[src/rtl/modulo_gerenciador_rolhas_param_pkg.sv]
// rtl/modulo_gerenciador_rolhas_param_pkg.sv - shared state encoding and parameter defaults
//
// Purpose: constants shared by the cork buffer manager and its bench.
//   ST_IDLE / ST_LOAD / ST_TRANSFER : 2-bit FSM state encodings (11 unused)
//   *_DEF                            : default values of the top-level parameters
package modulo_gerenciador_rolhas_param_pkg;

   localparam logic [1:0] ST_IDLE     = 2'b00;
   localparam logic [1:0] ST_LOAD     = 2'b01;
   localparam logic [1:0] ST_TRANSFER = 2'b10;

   localparam int W_DEF       = 7;
   localparam int CAP_PRI_DEF = 20;
   localparam int CAP_SEC_DEF = 99;
   localparam int MIN_PRI_DEF = 5;
   localparam int LOTE_DEF    = 15;

endpackage

[src/rtl/modulo_contador_sat_param.sv]
// rtl/modulo_contador_sat_param.sv - W-bit up/down counter with load, saturating at 0 and MAX
//
// Purpose: buffer level counter.
//   clk      in  1  clock, rising edge
//   clr      in  1  asynchronous active-low reset (count -> 0)
//   load     in  1  load load_val (has priority over inc/dec)
//   load_val in  W  value to load
//   inc      in  1  count up by one, held at MAX
//   dec      in  1  count down by one, held at 0
//   count    out W  current level
// inc and dec together cancel out and leave the count unchanged.
module modulo_contador_sat_param #(
   parameter int W   = 7,
   parameter int MAX = 99
) (
   input  logic         clk,
   input  logic         clr,
   input  logic         load,
   input  logic [W-1:0] load_val,
   input  logic         inc,
   input  logic         dec,
   output logic [W-1:0] count
);

   localparam logic [W-1:0] MAX_V = W'(MAX);

   always_ff @(posedge clk or negedge clr) begin
      if (!clr) begin
         count <= '0;
      end else if (load) begin
         count <= load_val;
      end else if (inc && !dec && count != MAX_V) begin
         count <= count + 1'b1;
      end else if (dec && !inc && count != '0) begin
         count <= count - 1'b1;
      end
   end

endmodule

[src/rtl/modulo_gerenciador_rolhas_param.sv]
// rtl/modulo_gerenciador_rolhas_param.sv - cork buffer manager (principal/secondary buffers)
//
// Purpose: keeps the sealer's principal cork buffer topped up from a secondary
// buffer that the operator refills.
//   clk      in  1  clock, rising edge
//   clr      in  1  asynchronous active-low reset
//   enable   in  1  run/hold of the FSM (consumption always applies)
//   consome  in  1  pulse: one cork used from the principal buffer
//   op_load  in  1  pulse: operator adds op_qty corks to the secondary buffer
//   op_qty   in  W  quantity for op_load
//   buf_pri  out W  principal buffer level
//   buf_sec  out W  secondary buffer level
//   ro       out 1  principal buffer empty
//   transf   out 1  transfer in progress
//   load_rej out 1  pulse: load rejected for overflow
//   estado   out 2  FSM state
module modulo_gerenciador_rolhas_param
   import modulo_gerenciador_rolhas_param_pkg::*;
#(
   parameter int W       = W_DEF,
   parameter int CAP_PRI = CAP_PRI_DEF,
   parameter int CAP_SEC = CAP_SEC_DEF,
   parameter int MIN_PRI = MIN_PRI_DEF,
   parameter int LOTE    = LOTE_DEF
) (
   input  logic         clk,
   input  logic         clr,
   input  logic         enable,
   input  logic         consome,
   input  logic         op_load,
   input  logic [W-1:0] op_qty,
   output logic [W-1:0] buf_pri,
   output logic [W-1:0] buf_sec,
   output logic         ro,
   output logic         transf,
   output logic         load_rej,
   output logic [1:0]   estado
);

   if (CAP_SEC >= (1 << W) || CAP_PRI > CAP_SEC || MIN_PRI >= CAP_PRI
       || LOTE < 1 || LOTE > CAP_PRI) begin : g_bad_params
      $error("modulo_gerenciador_rolhas_param: illegal parameter combination");
   end

   localparam logic [W-1:0] CAP_PRI_V  = W'(CAP_PRI);
   localparam logic [W-1:0] CAP_PRI_M1 = W'(CAP_PRI - 1);
   localparam logic [W-1:0] MIN_PRI_V  = W'(MIN_PRI);
   localparam logic [W-1:0] LOTE_M1    = W'(LOTE - 1);
   localparam logic [W:0]   CAP_SEC_V  = (W+1)'(CAP_SEC);

   logic [1:0]   state;
   logic [1:0]   state_next;
   logic         pending;
   logic [W-1:0] qty;
   logic [W-1:0] move_cnt;
   logic [W:0]   load_sum;
   logic         load_fits;
   logic         can_move;
   logic         move;
   logic         last_move;

   // Extra bit so an overflowing load is detected rather than wrapped.
   assign load_sum  = {1'b0, buf_sec} + {1'b0, qty};
   assign load_fits = (load_sum <= CAP_SEC_V);

   assign can_move = (buf_sec != '0) && (buf_pri != CAP_PRI_V);
   assign move     = (state == ST_TRANSFER) && enable && can_move;

   // A move with a simultaneous consume leaves buf_pri where it was, so it
   // cannot be the move that fills the principal buffer.
   assign last_move = move && ((move_cnt == LOTE_M1) || (buf_sec == W'(1))
                               || (buf_pri == CAP_PRI_M1 && !consome));

   always_comb begin
      state_next = ST_IDLE;
      case (state)
         ST_IDLE: begin
            if (enable && pending)
               state_next = ST_LOAD;
            else if (enable && buf_pri <= MIN_PRI_V && buf_sec != '0)
               state_next = ST_TRANSFER;
            else
               state_next = ST_IDLE;
         end
         ST_LOAD:     state_next = ST_IDLE;
         ST_TRANSFER: state_next = (move && !last_move) ? ST_TRANSFER : ST_IDLE;
         default:     state_next = ST_IDLE;
      endcase
   end

   always_ff @(posedge clk or negedge clr) begin
      if (!clr) begin
         state    <= ST_IDLE;
         pending  <= 1'b0;
         qty      <= '0;
         move_cnt <= '0;
         load_rej <= 1'b0;
      end else begin
         state    <= state_next;
         load_rej <= (state == ST_LOAD) && !load_fits;

         // A new request in the LOAD cycle itself stays pending.
         if (op_load) begin
            pending <= 1'b1;
            qty     <= op_qty;
         end else if (state == ST_LOAD) begin
            pending <= 1'b0;
         end

         // Staying in TRANSFER implies a move happened this cycle.
         if (state == ST_TRANSFER && state_next == ST_TRANSFER)
            move_cnt <= move_cnt + 1'b1;
         else
            move_cnt <= '0;
      end
   end

   modulo_contador_sat_param #(.W(W), .MAX(CAP_PRI)) u_cnt_pri (
      .clk      (clk),
      .clr      (clr),
      .load     (1'b0),
      .load_val ('0),
      .inc      (move),
      .dec      (consome),
      .count    (buf_pri)
   );

   modulo_contador_sat_param #(.W(W), .MAX(CAP_SEC)) u_cnt_sec (
      .clk      (clk),
      .clr      (clr),
      .load     ((state == ST_LOAD) && load_fits),
      .load_val (load_sum[W-1:0]),
      .inc      (1'b0),
      .dec      (move),
      .count    (buf_sec)
   );

   assign ro     = (buf_pri == '0);
   assign transf = (state == ST_TRANSFER);
   assign estado = state;

endmodule

[config.mk]
export PLATFORM = sky130hd
export DESIGN_NAME = modulo_gerenciador_rolhas_param
export DESIGN_NICKNAME = d
export VERILOG_FILES = /design/src/rtl/modulo_gerenciador_rolhas_param_pkg.sv /design/src/rtl/modulo_contador_sat_param.sv /design/src/rtl/modulo_gerenciador_rolhas_param.sv
export SDC_FILE = /design/constraint.sdc
export NUM_CORES = 1
export LEC_CHECK = 0
export CORE_MARGIN = 3
export CORE_UTILIZATION = 51
export CTS_BUF_LIST = sky130_fd_sc_hd__clkbuf_4 sky130_fd_sc_hd__clkbuf_8
export CTS_CLUSTER_SIZE = 8
export DETAILED_ROUTE_END_ITERATION = 8
export GPL_ROUTABILITY_DRIVEN = 0
export PLACE_DENSITY = 0.9
export SYNTH_ARGS = -nofsm -noshare
export SYNTH_HDL_FRONTEND = slang
export SYNTH_SLANG_ARGS = --single-unit
export TNS_END_PERCENT = 5
[constraint.sdc]
create_clock -name clk -period 2.4 [get_ports clk]
set_clock_uncertainty 0.05 [all_clocks]
set_input_delay 0.6 -clock clk [delete_from_list [all_inputs] [get_ports clk]]
set_output_delay 0.6 -clock clk [all_outputs]
set_load 0.01 [all_outputs]
* After elaboration in Yosys (flattened, before gate mapping) *
Cells that the tools add are included.

storage, ports and cells
  register bits after elaboration = 32
  input port bits = 12

cells by class
  $add $sub $neg = 5
  magnitude comparators = 2
  eq/ne operators = 7
  mux-type cells = 11
  reduce and logical (&&, ||, !) cells = 30

operator list
  kind                                                            count
  two-way mux 7 bit                                               5
  logical AND 1 bit                                               17
  adder 7 x 1 -> 7 bit, second input constant                     2
  nonzero test 7 bit                                              2
  subtractor 7 x 1 -> 7 bit, second input constant                2
  adder 7 x 7 -> 8 bit                                            1
  less-or-equal comparator 8 x 7 -> 1 bit, second input constant  1
  == test 7 x 1 -> 1 bit, second input constant                   1
  == test 7 x 4 -> 1 bit, second input constant                   1
  == test 7 x 5 -> 1 bit, second input constant                   1
  less-or-equal comparator 7 x 3 -> 1 bit, second input constant  1
  logical NOT 7 bit                                               1
  inequality test 7 x 5 -> 1 bit, second input constant           1
  two-way mux 2 bit                                               3
  nonzero test 2 bit                                              3
  == test 2 bit, second input constant                            2
  logical NOT 1 bit                                               4
  one-hot mux 2 bit (2 select lines)                              1
  == test 2 x 1 -> 1 bit, second input constant                   1
  logical NOT 2 bit                                               1
  logical OR 1 bit                                                2
  two-way mux 1 bit                                               2

* Depth between registers and ports, before layout *
  depth in word-level cells = 11
  mapped depth = 12
  depth with buffers taken out = 12

* Hierarchy *
Synthesis repeated with hierarchy kept, for this count alone.

second synthesis, totals
  cells, all modules = 257
  area total of the unflattened synthesis = 2,501.1 sq um

by module, submodules not included
  module                                 times used  cells an instance  area each (sq um)  sequential area each (sq um)
  modulo_gerenciador_rolhas_param        1           120                1,159.9            450.4
  modulo_contador_sat_param (u_cnt_sec)  1           77                 706.9              175.2
  modulo_contador_sat_param (u_cnt_pri)  1           60                 634.4              175.2

* Least setup slack after synthesis *
Ideal clock, no wire load.

  path kind = flip-flop to flip-flop
  start point = register u_cnt_sec.count[2]
  end point = register u_cnt_pri.count[5]
  arrival = 2,494 ps
  path slack = -269 ps
  cell stages (with the launch flop) = 12
  clock period less this slack = 2,669 ps
  cells stage by stage = dfrtp_1 > or2_2 > nand4bb_1 > nand2_2 > nor2_1 > inv_1 > ha_1 > a21o_1 > a21oi_1 > o21ai_0 > xor2_1 > mux2_2

between the ends
  longest elaborated chain between the ends = 7

RTL lines
  element                         RTL line                               RTL
  from (decl)                     modulo_contador_sat_param.sv:22        output logic [W-1:0] count
  from (signal assigned)          modulo_contador_sat_param.sv:31        count <= load_val;
  from (signal assigned)          modulo_contador_sat_param.sv:33        count <= count + 1'b1;
  from (signal assigned)          modulo_contador_sat_param.sv:35        count <= count - 1'b1;
  nonzero test 7 bit *            modulo_gerenciador_rolhas_param.sv:66  assign can_move = (buf_sec != '0) && (buf_pri != CAP_PRI_V);
  logical AND 1 bit *             modulo_gerenciador_rolhas_param.sv:66
  logical AND 1 bit *             modulo_gerenciador_rolhas_param.sv:67  assign move = (state == ST_TRANSFER) && enable && can_move;
  logical NOT 1 bit               -
  logical AND 1 bit (2 in a row)  modulo_contador_sat_param.sv:34        end else if (dec && !inc && count != '0) begin
  nonzero test 2 bit (no line)    -
  to (signal assigned)            modulo_contador_sat_param.sv:31
  to (signal assigned)            modulo_contador_sat_param.sv:33
  to (signal assigned)            modulo_contador_sat_param.sv:35
  to (decl)                       modulo_contador_sat_param.sv:22

Mark *: on every way between the ends. The rest lies on a longest branch, timed or not.
A chain may end at the register's enable or synchronous reset.

* Final worst setup path *
Same ends and word-level chain as after synthesis.

==> flow_metrics.env <==
export IMPL_outcome="finished, violations left"
export IMPL_failed_checks="negative setup slack"
export IMPL_reg2reg_from="u_cnt_sec.count[2]$_DFFE_PN0P_"
export IMPL_max_cap_violations=0
export IMPL_holdBufCountCts=0
export IMPL_hold_path_class="flop to flop"
export IMPL_fin_util_pct=75.43
export IMPL_drive_gt1_share_pct=32.28
export IMPL_yosysWarnings=0
export IMPL_hold_viol_final=0
export IMPL_antenna_found_initial=0
export IMPL_clk_pin_slew_ns=0.07
export IMPL_route_detailed_drc=0
export IMPL_worstHoldPathCells=1
export IMPL_row_count=23
export IMPL_worst_setup_path_start_kind="flop"
export IMPL_clockBufferDepth=2
export IMPL_arrival_ns=2.58
export IMPL_syn_num_nets=244
export IMPL_portBuffers=30
export IMPL_worstPathRequired_ns=2.53
export IMPL_power_density_mw_per_mm2=1256
export IMPL_wl_per_cell_um=17.69
export IMPL_die_y_um=71.06
export IMPL_path_cells="or2_4, nand4bb_4, nand2_2, nor2_4, inv_4, buf_6, ha_4, a21o_1, a21oi_2, o21ai_2, xor2_1, mux2_2"
export IMPL_tightest_slew_ns=0.4926
export IMPL_async_reset_ff_share_pct=100.0
export IMPL_numCtsBuffers=5
export IMPL_insertion_delay_ns=0.29
export IMPL_synthCells=214
export IMPL_synth_seq_cells=32
export IMPL_synth_yosys_seq_area_share_pct=37.10
export IMPL_crit_fanout=4
export IMPL_post_place_ws_ns=-0.6103
export IMPL_avgSynthCellArea_sq_um=10.09
export IMPL_reg2reg_to="u_cnt_pri.count[5]$_DFFE_PN0P_"
export IMPL_htreeDepth=2
export IMPL_fin_crit_sh_pct=102.2
export IMPL_grt_usage_pct=24.64
export IMPL_ys_flop_type="dfrtp_1"
export IMPL_max_stage_delay_ns=0.42
export IMPL_holdPathEnd="move_cnt[0]$_DFF_PN0_"
export IMPL_synth_area_leaders="dfrtp_1, ha_1, mux2_2"
export IMPL_p_leak_uw=0.001335
export IMPL_ant_nets=0
export IMPL_slowest_stage="dfrtp_1"
export IMPL_area_growth_pct=40.81
export IMPL_die_x_um=71.06
export IMPL_drt_iter0_drc=106
export IMPL_routed_via_density=5.752
export IMPL_cts_root_buffer="clkbuf_8"
export IMPL_start_util_pct=53.57
export IMPL_fin_tns_setup_ns=-0.2298
export IMPL_r2r_slack_ns=-0.05
export IMPL_path_class="flop to flop"
export IMPL_worst_slack_ns=-0.05280
export IMPL_antenna_cells=0
export IMPL_vias=1927
export IMPL_fmax_mhz=407.7
export IMPL_synth_top_cell_area_share_pct=37.10
export IMPL_cts_tree="yes"
export IMPL_synth_distinct_cells=48
export IMPL_syn_area_sq_mm=0.002158
export IMPL_clock_sinks=32
export IMPL_maxSlewHeadroom_pct=66.86
export IMPL_end_kind="flop"
export IMPL_setup_viol=9
export IMPL_ir_drop_uv=780.4
export IMPL_grt_max_degree=33
export IMPL_drtPass1Iterations=4
export IMPL_hp_start="move_cnt[0]$_DFF_PN0_"
export IMPL_core_sq_mm=0.004029
export IMPL_dpl_hpwl_um=3873
export IMPL_finalCriticalPeriod_ns=2.453
export IMPL_synth_edf_count=0
export IMPL_yosysTopAreaCell="dfrtp_1"
export IMPL_nets=315
export IMPL_io_pins=31
export IMPL_grt_pass1_vias=1997
export IMPL_rsz0062_at_grt="yes"
export IMPL_die_area_sq_mm=0.005049
export IMPL_grt_pass1_wl_um=9735
export IMPL_drt_wl_total_um=5925
export IMPL_slew_viol_final=0
export IMPL_overflow=0
export IMPL_worstRegToRegCells=12
-- cells in the mapped netlist, types with 2 or more instances --
| cell type | instances |
|---|---|
| mux2_2 | 11 |
| clkbuf_1 | 2 |
| xnor2_1 | 9 |
| nand3_1 | 4 |
| ha_1 | 16 |
| o21ai_0 | 9 |
| xor2_1 | 6 |
| nor2_1 | 22 |
| nand2_1 | 14 |
| a211oi_1 | 2 |
| mux2_4 | 3 |
| o211ai_1 | 2 |
| nand2b_1 | 6 |
| fa_1 | 2 |
| a2111o_1 | 3 |
| nor4_1 | 3 |
| or3_1 | 2 |
| nand4_1 | 2 |
| nor2b_1 | 2 |
| buf_4 | 4 |
| nor3_1 | 2 |
| a21oi_1 | 11 |
| mux2i_1 | 5 |
| dfrtp_1 | 32 |
| and3b_1 | 3 |
| a31oi_1 | 2 |
| nor4b_1 | 2 |
| a21o_1 | 6 |
| inv_1 | 8 |
-- cell families (layout without fill, tap and decap cells) --
family / count (synthesis) / after routing / share of synthesized area [%]
xor gates and xnor gates: 15 / 15 / 6.087
adders and majority gates: 18 / 18 / 11.13
AOI/OAI and AO/OA: 43 / 43 / 14.32
buffers and inverters: 14 / 85 / 3.131
muxes: 19 / 19 / 10.14
and+or+nand+nor: 73 / 73 / 18.09
DFF: 32 / 32 / 37.10
-- layout make-up --
class,count,area [sq um]
fill,271,989.7
inverter,8,32.53
multi-input combinational,168,1440
sequential,32,803.3
clock inverter,1,5.005
clock buffer,6,76.32
timing repair buffer,70,619.3
tap,50,62.56
-- worst max-delay path by stage --
stage | from | to | slack [ns] | cells past startpoint
global route | u_cnt_pri.count[3]$_DFFE_PN0P_ | u_cnt_pri.count[5]$_DFFE_PN0P_ | -0.14 | 12
detailed placement | enable | u_cnt_pri.count[6]$_DFFE_PN0P_ | -0.61 | 12
CTS | u_cnt_sec.count[2]$_DFFE_PN0P_ | u_cnt_pri.count[5]$_DFFE_PN0P_ | -0.01 | 12
floorplan | enable | u_cnt_pri.count[6]$_DFFE_PN0P_ | -0.03 | 11
finish | u_cnt_sec.count[2]$_DFFE_PN0P_ | u_cnt_pri.count[5]$_DFFE_PN0P_ | -0.05 | 12
global placement | enable | u_cnt_pri.count[6]$_DFFE_PN0P_ | -0.47 | 12
-- routing by layer --
metal | share of wire (%) | GRT usage (%)
met1 | 41 | 30.42
met2 | 50 | 43.15
met3 | 6.5 | 5.540
met4 | 2.6 | 6.889
met5 | 0 | 0
-- power by group --
group	switching, uW	internal [uW]	total, uW
Sequential	147	695	842
Clock	203	208	411
Combinational	1230	1330	2570
Total	1580	2240	3820
-- state kept, by name (all words and copies together), names as in the netlist --
signal           count
move_cnt             7
pending              1
load_rej             1
u_cnt_pri.count      7
qty                  7
estado               2
u_cnt_sec.count      7
-- layout by cell type (no fill, tap or decap), types with 2 or more instances in the layout --
cell type        count
buf_4               37
dfrtp_1             30
clkdlybuf4s50_1     28
nor2_1              21
nand2_1             14
mux2_2              11
ha_1                11
a21oi_1              9
xnor2_1              9
o21ai_0              7
xor2_1               6
a21o_1               6
inv_1                5
nand2b_1             5
clkbuf_8             5
nand3_1              4
ha_4                 4
a2111o_1             3
and3b_1              3
mux2i_1              3
mux2_4               3
inv_2                2
nor4_1               2
nand4_1              2
nor2b_1              2
a211oi_1             2
o211ai_1             2
nor3_1               2
a21oi_2              2
o21ai_2              2
or3_1                2
mux2i_2              2
fa_2                 2
buf_6                2
dfrtp_2              2
-- timing repair --
action                                 in CTS  in global routing
endpoints found under the hold margin       0                  0
resized for setup                          17                  5
setup endpoints to repair                  13                 10
pin swaps                                  10                 10
setup buffers                               5                  3
-- stage by stage --
stage	hold WS (ns)	total power (uW)	cells	cell area [sq um]
floorplan	0.2544	2221	214	2216
global placement	0.4118	3003	320	2781
detailed placement	0.4228	3109	320	2781
CTS	0.4310	3678	332	3002
global route	0.4566	4062	335	3039
finish	0.4349	3818	335	3039
-- worst max-delay path: cells and delay by family, from the launching register on --
family / cells / cell delay (ns)
buffers and inverters: 2 / 0.19
AND/OR/NAND/NOR: 4 / 0.68
adder cells (fa/ha/maj): 1 / 0.18
AO/OA/AOI/OAI: 3 / 0.43
multiplexers: 1 / 0.26
flip-flops: 1 / 0.42
XOR/XNOR: 1 / 0.14
No activity file was read; power rests on OpenSTA's default activity.
